### src/rtl/fetch_unit_if.sv
// fetch_unit_if -- bundles the pipeline-side and memory-side signals of the
// instruction fetch unit.
//   master : the fetch unit. It drives the instruction and status outputs and
//            the memory read strobe and address.
//   slave  : the surrounding pipeline and the instruction memory.
// Signals:
//   pc[15:0], fetch_req, flush          pipeline -> fetch unit
//   instr_out[15:0], instr_valid        fetch unit -> pipeline
//   fetch_stall, halted, fetch_err      fetch unit -> pipeline
//   mem_en, mem_addr[15:0]              fetch unit -> memory
//   mem_data[15:0], mem_data_valid      memory -> fetch unit
interface fetch_unit_if;
  logic [15:0] pc;
  logic        fetch_req;
  logic        flush;
  logic [15:0] instr_out;
  logic        instr_valid;
  logic        fetch_stall;
  logic        halted;
  logic        fetch_err;
  logic        mem_en;
  logic [15:0] mem_addr;
  logic [15:0] mem_data;
  logic        mem_data_valid;

  modport master (
    input  pc, fetch_req, flush, mem_data, mem_data_valid,
    output instr_out, instr_valid, fetch_stall, halted, fetch_err,
           mem_en, mem_addr
  );

  modport slave (
    output pc, fetch_req, flush, mem_data, mem_data_valid,
    input  instr_out, instr_valid, fetch_stall, halted, fetch_err,
           mem_en, mem_addr
  );
endinterface

### src/rtl/fetch_unit.sv
// fetch_unit -- instruction fetch with a one-entry instruction buffer.
// A request that hits the buffer is answered on the next edge. A request that
// misses issues a single-cycle memory read and then waits for the response.
// The outstanding fetch can be abandoned by a flush (the response is then
// drained) or by a response timeout. Fetching HLT (opcode 4'hF) parks the
// unit in HALT until reset.
// Ports:
//   clk    system clock; all state updates on the rising edge
//   rst_n  asynchronous active-low reset
//   bus    fetch_unit_if.master; see the interface file for the signal list
// Parameter:
//   TIMEOUT  number of WAIT/DRAIN cycles tolerated without a response (1..15)
module fetch_unit #(
  parameter int TIMEOUT = 15
) (
  input logic          clk,
  input logic          rst_n,
  fetch_unit_if.master bus
);

  typedef enum logic [1:0] {IDLE, WAIT, DRAIN, HALT} state_t;

  state_t      state_reg, state_next;
  logic [3:0]  cnt_reg, cnt_next;
  logic        buf_valid_reg, buf_valid_next;
  logic [15:0] buf_addr_reg, buf_addr_next;
  logic [15:0] buf_data_reg, buf_data_next;
  logic [15:0] instr_out_reg, instr_out_next;
  logic        instr_valid_reg, instr_valid_next;
  logic        fetch_err_reg, fetch_err_next;
  logic        mem_en_reg, mem_en_next;
  logic [15:0] mem_addr_reg, mem_addr_next;
  logic        fetch_stall;

  logic        hit;
  logic [4:0]  cnt_inc;
  logic        timed_out;

  assign hit       = buf_valid_reg && (bus.pc == buf_addr_reg);
  // The counter holds the number of response-less cycles already spent. The
  // cycle whose increment would reach TIMEOUT is the last one allowed.
  assign cnt_inc   = {1'b0, cnt_reg} + 5'd1;
  assign timed_out = (cnt_inc == 5'(TIMEOUT));

  always_ff @(posedge clk or negedge rst_n) begin
    if (!rst_n) begin
      state_reg       <= IDLE;
      cnt_reg         <= '0;
      buf_valid_reg   <= 1'b0;
      buf_addr_reg    <= '0;
      buf_data_reg    <= '0;
      instr_out_reg   <= '0;
      instr_valid_reg <= 1'b0;
      fetch_err_reg   <= 1'b0;
      mem_en_reg      <= 1'b0;
      mem_addr_reg    <= '0;
    end else begin
      state_reg       <= state_next;
      cnt_reg         <= cnt_next;
      buf_valid_reg   <= buf_valid_next;
      buf_addr_reg    <= buf_addr_next;
      buf_data_reg    <= buf_data_next;
      instr_out_reg   <= instr_out_next;
      instr_valid_reg <= instr_valid_next;
      fetch_err_reg   <= fetch_err_next;
      mem_en_reg      <= mem_en_next;
      mem_addr_reg    <= mem_addr_next;
    end
  end

  always_comb begin
    state_next       = state_reg;
    cnt_next         = cnt_reg;
    buf_valid_next   = buf_valid_reg;
    buf_addr_next    = buf_addr_reg;
    buf_data_next    = buf_data_reg;
    instr_out_next   = instr_out_reg;
    fetch_err_next   = fetch_err_reg;
    mem_addr_next    = mem_addr_reg;
    // Strobes default low, so each one lasts exactly one cycle.
    instr_valid_next = 1'b0;
    mem_en_next      = 1'b0;
    fetch_stall      = 1'b0;

    case (state_reg)
      IDLE: begin
        // A flush cancels the request in this cycle. Responses are ignored.
        if (bus.fetch_req && !bus.flush) begin
          if (hit) begin
            instr_out_next   = buf_data_reg;
            instr_valid_next = 1'b1;
            if (buf_data_reg[15:12] == 4'hF) state_next = HALT;
          end else begin
            fetch_stall   = 1'b1;
            mem_en_next   = 1'b1;
            mem_addr_next = bus.pc;
            cnt_next      = '0;
            state_next    = WAIT;
          end
        end
      end

      WAIT: begin
        fetch_stall = 1'b1;
        if (bus.mem_data_valid) begin
          // The buffer is refilled even if a flush arrives with the data.
          // The flushed instruction is simply not delivered.
          buf_valid_next = 1'b1;
          buf_addr_next  = mem_addr_reg;
          buf_data_next  = bus.mem_data;
          state_next     = IDLE;
          if (!bus.flush) begin
            instr_out_next   = bus.mem_data;
            instr_valid_next = 1'b1;
            if (bus.mem_data[15:12] == 4'hF) state_next = HALT;
          end
        end else if (timed_out) begin
          // An expired response takes priority over a flush in the same cycle.
          fetch_err_next = 1'b1;
          state_next     = IDLE;
        end else begin
          cnt_next = cnt_inc[3:0];
          if (bus.flush) state_next = DRAIN;
        end
      end

      DRAIN: begin
        // Wait for the abandoned response so it cannot be taken for a later
        // fetch. The counter keeps running from the original request.
        if (bus.mem_data_valid) begin
          state_next = IDLE;
        end else if (timed_out) begin
          fetch_err_next = 1'b1;
          state_next     = IDLE;
        end else begin
          cnt_next = cnt_inc[3:0];
        end
      end

      HALT: begin
        fetch_stall = 1'b1;
      end

      default: state_next = IDLE;
    endcase
  end

  assign bus.instr_out   = instr_out_reg;
  assign bus.instr_valid = instr_valid_reg;
  assign bus.fetch_stall = fetch_stall;
  assign bus.halted      = (state_reg == HALT);
  assign bus.fetch_err   = fetch_err_reg;
  assign bus.mem_en      = mem_en_reg;
  assign bus.mem_addr    = mem_addr_reg;

endmodule
### src/flat_wrapper.sv
// flat-port wrapper written by rule: the top's interface ports become plain ports
module fetch_unit_flat 
#(
  parameter int TIMEOUT = 15
)
  (clk, rst_n, bus_pc, bus_fetch_req, bus_flush, bus_mem_data, bus_mem_data_valid, bus_instr_out, bus_instr_valid, bus_fetch_stall, bus_halted, bus_fetch_err, bus_mem_en, bus_mem_addr);
  fetch_unit_if bus_i ();
  input logic clk;
  input logic rst_n;
  input wire logic [$bits(bus_i.pc)-1:0] bus_pc;
  input wire logic [$bits(bus_i.fetch_req)-1:0] bus_fetch_req;
  input wire logic [$bits(bus_i.flush)-1:0] bus_flush;
  input wire logic [$bits(bus_i.mem_data)-1:0] bus_mem_data;
  input wire logic [$bits(bus_i.mem_data_valid)-1:0] bus_mem_data_valid;
  output wire logic [$bits(bus_i.instr_out)-1:0] bus_instr_out;
  output wire logic [$bits(bus_i.instr_valid)-1:0] bus_instr_valid;
  output wire logic [$bits(bus_i.fetch_stall)-1:0] bus_fetch_stall;
  output wire logic [$bits(bus_i.halted)-1:0] bus_halted;
  output wire logic [$bits(bus_i.fetch_err)-1:0] bus_fetch_err;
  output wire logic [$bits(bus_i.mem_en)-1:0] bus_mem_en;
  output wire logic [$bits(bus_i.mem_addr)-1:0] bus_mem_addr;
  assign bus_i.pc = bus_pc;
  assign bus_i.fetch_req = bus_fetch_req;
  assign bus_i.flush = bus_flush;
  assign bus_i.mem_data = bus_mem_data;
  assign bus_i.mem_data_valid = bus_mem_data_valid;
  assign bus_instr_out = bus_i.instr_out;
  assign bus_instr_valid = bus_i.instr_valid;
  assign bus_fetch_stall = bus_i.fetch_stall;
  assign bus_halted = bus_i.halted;
  assign bus_fetch_err = bus_i.fetch_err;
  assign bus_mem_en = bus_i.mem_en;
  assign bus_mem_addr = bus_i.mem_addr;
  fetch_unit #(.TIMEOUT(TIMEOUT)) u_core (.clk(clk), .rst_n(rst_n), .bus(bus_i));
endmodule
### config.mk
export PLATFORM = sky130hd
export DESIGN_NAME = fetch_unit_flat
export DESIGN_NICKNAME = d
export VERILOG_FILES = /design/src/rtl/fetch_unit_if.sv /design/src/rtl/fetch_unit.sv /design/src/flat_wrapper.sv
export SDC_FILE = /design/constraint.sdc
export NUM_CORES = 1
export LEC_CHECK = 0
export ABC_AREA = 1
export CORE_MARGIN = 2
export CORE_UTILIZATION = 30
export DETAILED_ROUTE_END_ITERATION = 12
export PLACE_DENSITY = 0.62
export SYNTH_ARGS = -nofsm -noshare
export SYNTH_HDL_FRONTEND = slang
export SYNTH_SLANG_ARGS = --single-unit
### constraint.sdc
create_clock -name clk -period 3 [get_ports clk]
set_clock_uncertainty 0.1 [all_clocks]
set_input_delay 0.6 -clock clk [delete_from_list [all_inputs] [get_ports clk]]
set_output_delay 0.6 -clock clk [all_outputs]
set_load 0.1 [all_outputs]
==> summary.md <==
| Metric | Value |
|---|---|
| Placement row count | `40` |
| CTS Buf Count | `9` |
| Avg Inst Size Synth | `8.58 sq um` |
| Fin nets | `between 500 and 600` |
| Register area share after synthesis | `0.502` |
| Inserted Diodes | `0` |
| Max incr delay on CP | `0.47 ns` |
| Largest net degree at the start of global routing | `75` |
| Critical Path Sink | `bus_fetch_stall` |
| Worst-path maximum fanout | `3` |
| Routed WL per cell | `12.6 microns` |
| GPL Wtd Cong | `~0.84` |
| TritonCTS clock tree | `yes` |
| Yosys reg bits | `74` |
| Detailed Route WL | `approximately 8.3 mm` |
| Critical path capture point type | `output pin` |
| Final setup vio count | `0` |
| Hold Path Class | `input pin to asynchronous set/reset pin` |
| R2R depth | `9` |
| TritonRoute pass-1 iters | `4` |
| Final Critical Period | `~2.8 ns` |
| DP HPWL | `5.89 mm` |
| Commonest non-fill, non-tap cell in the layout | `nand2_1` |
| Synth warn | `0` |
| # port buffers | `73` |
| Worst Path Required | `between 2 and 2.5 ns` |
| Worst R2R Start | `u_core.state_reg[1]$_DFFE_PN0P_` |
| Reg-to-Reg End | `u_core.bus.instr_out[2]$_DFFE_PN0P_` |
| Routed Antenna Nets | `0` |
| # DRC | `0` |
| Mapped Nets | `474` |
| Crit path kind | `input pin to output pin` |
| CTS Sinks | `74` |
| Share of cells above drive strength 1 | `0.187` |
| Slew @ Worst Pin | `0.956 ns` |
| Die height | `115 microns` |
| Crit path DAT | `about 2.1 ns` |
| Total grt overflow | `0` |
| Vias per Instance | `around 4.5` |
| Clock slew at reported path FFs | `about 0.060 ns` |
| Worst-skew pair later-pin latency | `0.33 ns` |
| Starting DRT DRC Count | `between 100 and 150` |
| Slew Limit Fails | `0` |
| CP max stage cell | `clkdlybuf4s50_1` |
| Post-Syn Area | `3690 sq um` |
| Top post-synthesis cells by area | `dfrtp_1, nand2_1, inv_1` |
| Via Count | `between 2000 and 3000` |
| Max-Cap Viols | `0` |
| Startpoint Class | `input pin` |
| Critical-path cell list | `clkdlybuf4s50_1, inv_1, nand2_1, nand2_1, nor2_1, nand2_1, nor2_2, nand3_2, nand3_2, a21oi_2, buf_12` |
| Final setup TNS | `0 ns` |
| Mapped Cells | `430` |
| Reg2reg setup slack | `1.05 ns` |
| Clock root buffer | `clkbuf_16` |
| Share of the synthesized area in the top cell type | `0.502` |
| Hold Violations, Final | `0` |
| Initial antenna violation count | `0` |
| Post-CTS Resized | `0` |
| DIE AREA | `between 10000 and 15000 sq um` |
| Vias in the first global route | `2933` |
| Bufs on Longest Clock Path | `2` |
| Area leader, netlist | `dfrtp_1` |
| Hold buffers post-CTS | `0` |
| Top-level I/O count | `74` |
| CP startpoint | `bus_pc[5]` |
| CTS H-tree depth | `3` |
| Outcome | `completed` |
| Gr usage total | `0.133` |
| Max_slew headroom | `0.362` |
| Final period util | `0.924` |
| Number of unique standard cell types used by synthesis | `30` |
| First-pass GRT wire length | `13.8 mm` |
| Die X | `about 110 microns` |
| Most frequent cells in the layout | `nand2_1, dfrtp_1, inv_1` |
| Crit path top cell by count | `nand2_1` |
| Initial core utilization | `0.307` |
| Max frequency | `between 300 and 400 MHz` |
| Synthesis-to-finish area growth | `30.7%` |
| Setup Fix Bufs, Post-CTS | `0` |
| RSZ-0062 raised after global routing | `no` |
| Total core area | `12000 sq um` |
[stage by stage]
stage          utilization  hold WS, ns  instances  instance area, sq um  setup WS, ns
4_1_cts              0.402        0.359        656                  4820         0.192
6_report             0.402        0.311        656                  4820         0.227
3_3_place_gp         0.372        0.348        640                  4470         0.206
5_1_grt              0.402        0.390        656                  4820        0.0592
2_1_floorplan            -        0.204        430                  3690        0.0736
3_5_place_dp         0.372        0.365        640                  4470         0.198
[cell families (layout without fill, tap and decap cells)]
family	count (synthesis)	count (layout)	synth area share
simple gates	190	190	0.214
buf+inv	66	145	0.0797
xor+xnor	4	4	0.00949
mux	20	20	0.0580
compound gates	69	69	0.114
fa+ha+maj	7	7	0.0237
flops	74	74	0.502
[worst max-delay path, delay by kind of cell]
family,cells,cell delay (ns)
compound gates,1,0.08
simple gates,7,0.70
buf+inv,3,0.69
[routing by layer]
layer  track usage  vias to the layer above  share of wire
met5             0                        -              0
met4        0.0482                        0          0.015
met3        0.0406                       11          0.067
met2         0.213                       79           0.47
met1         0.171                     1363           0.45
li1              -                     1508              -
[Yosys cell counts, drive strengths merged]
cell type	instances
nand2	129
dfrtp	74
inv	52
o21ai	49
nor2	38
a21oi	15
nand3	12
mux2	11
buf	10
mux2i	9
ha	7
nand4	6
clkbuf	4
xnor2	4
a21o	2
nand3b	2
nor3	2
a31oi	1
a41oi	1
o22ai	1
or2	1
[cell type report]
| cell class | count | area, sq um |
|---|---|---|
| Fill cell | 1213 | 7190 |
| Tap cell | 147 | 184 |
| Timing Repair Buffer | 77 | 691 |
| Sequential cell | 74 | 1850 |
| Clock inverter | 4 | 97.6 |
| Clock buffer | 12 | 256 |
| Multi-Input combinational cell | 290 | 1550 |
| Inverter | 52 | 195 |
[worst min-delay path by stage]
stage                                                      to                             start  depth (start not counted)
after floorplan            u_core.buf_addr_reg[0]$_DFFE_PN0P_                             rst_n                          0
after global placement       u_core.bus.fetch_err$_DFFE_PN0P_  u_core.bus.fetch_err$_DFFE_PN0P_                          1
after detailed placement     u_core.bus.fetch_err$_DFFE_PN0P_  u_core.bus.fetch_err$_DFFE_PN0P_                          1
after CTS                 u_core.bus.instr_out[8]$_DFFE_PN0P_                             rst_n                          1
after global routing         u_core.bus.fetch_err$_DFFE_PN0P_  u_core.bus.fetch_err$_DFFE_PN0P_                          1
final                     u_core.bus.instr_out[8]$_DFFE_PN0P_                             rst_n                          1
Power is not shown: default switching activity piles up to over one toggle a cycle in this logic, so the estimate is an artifact.
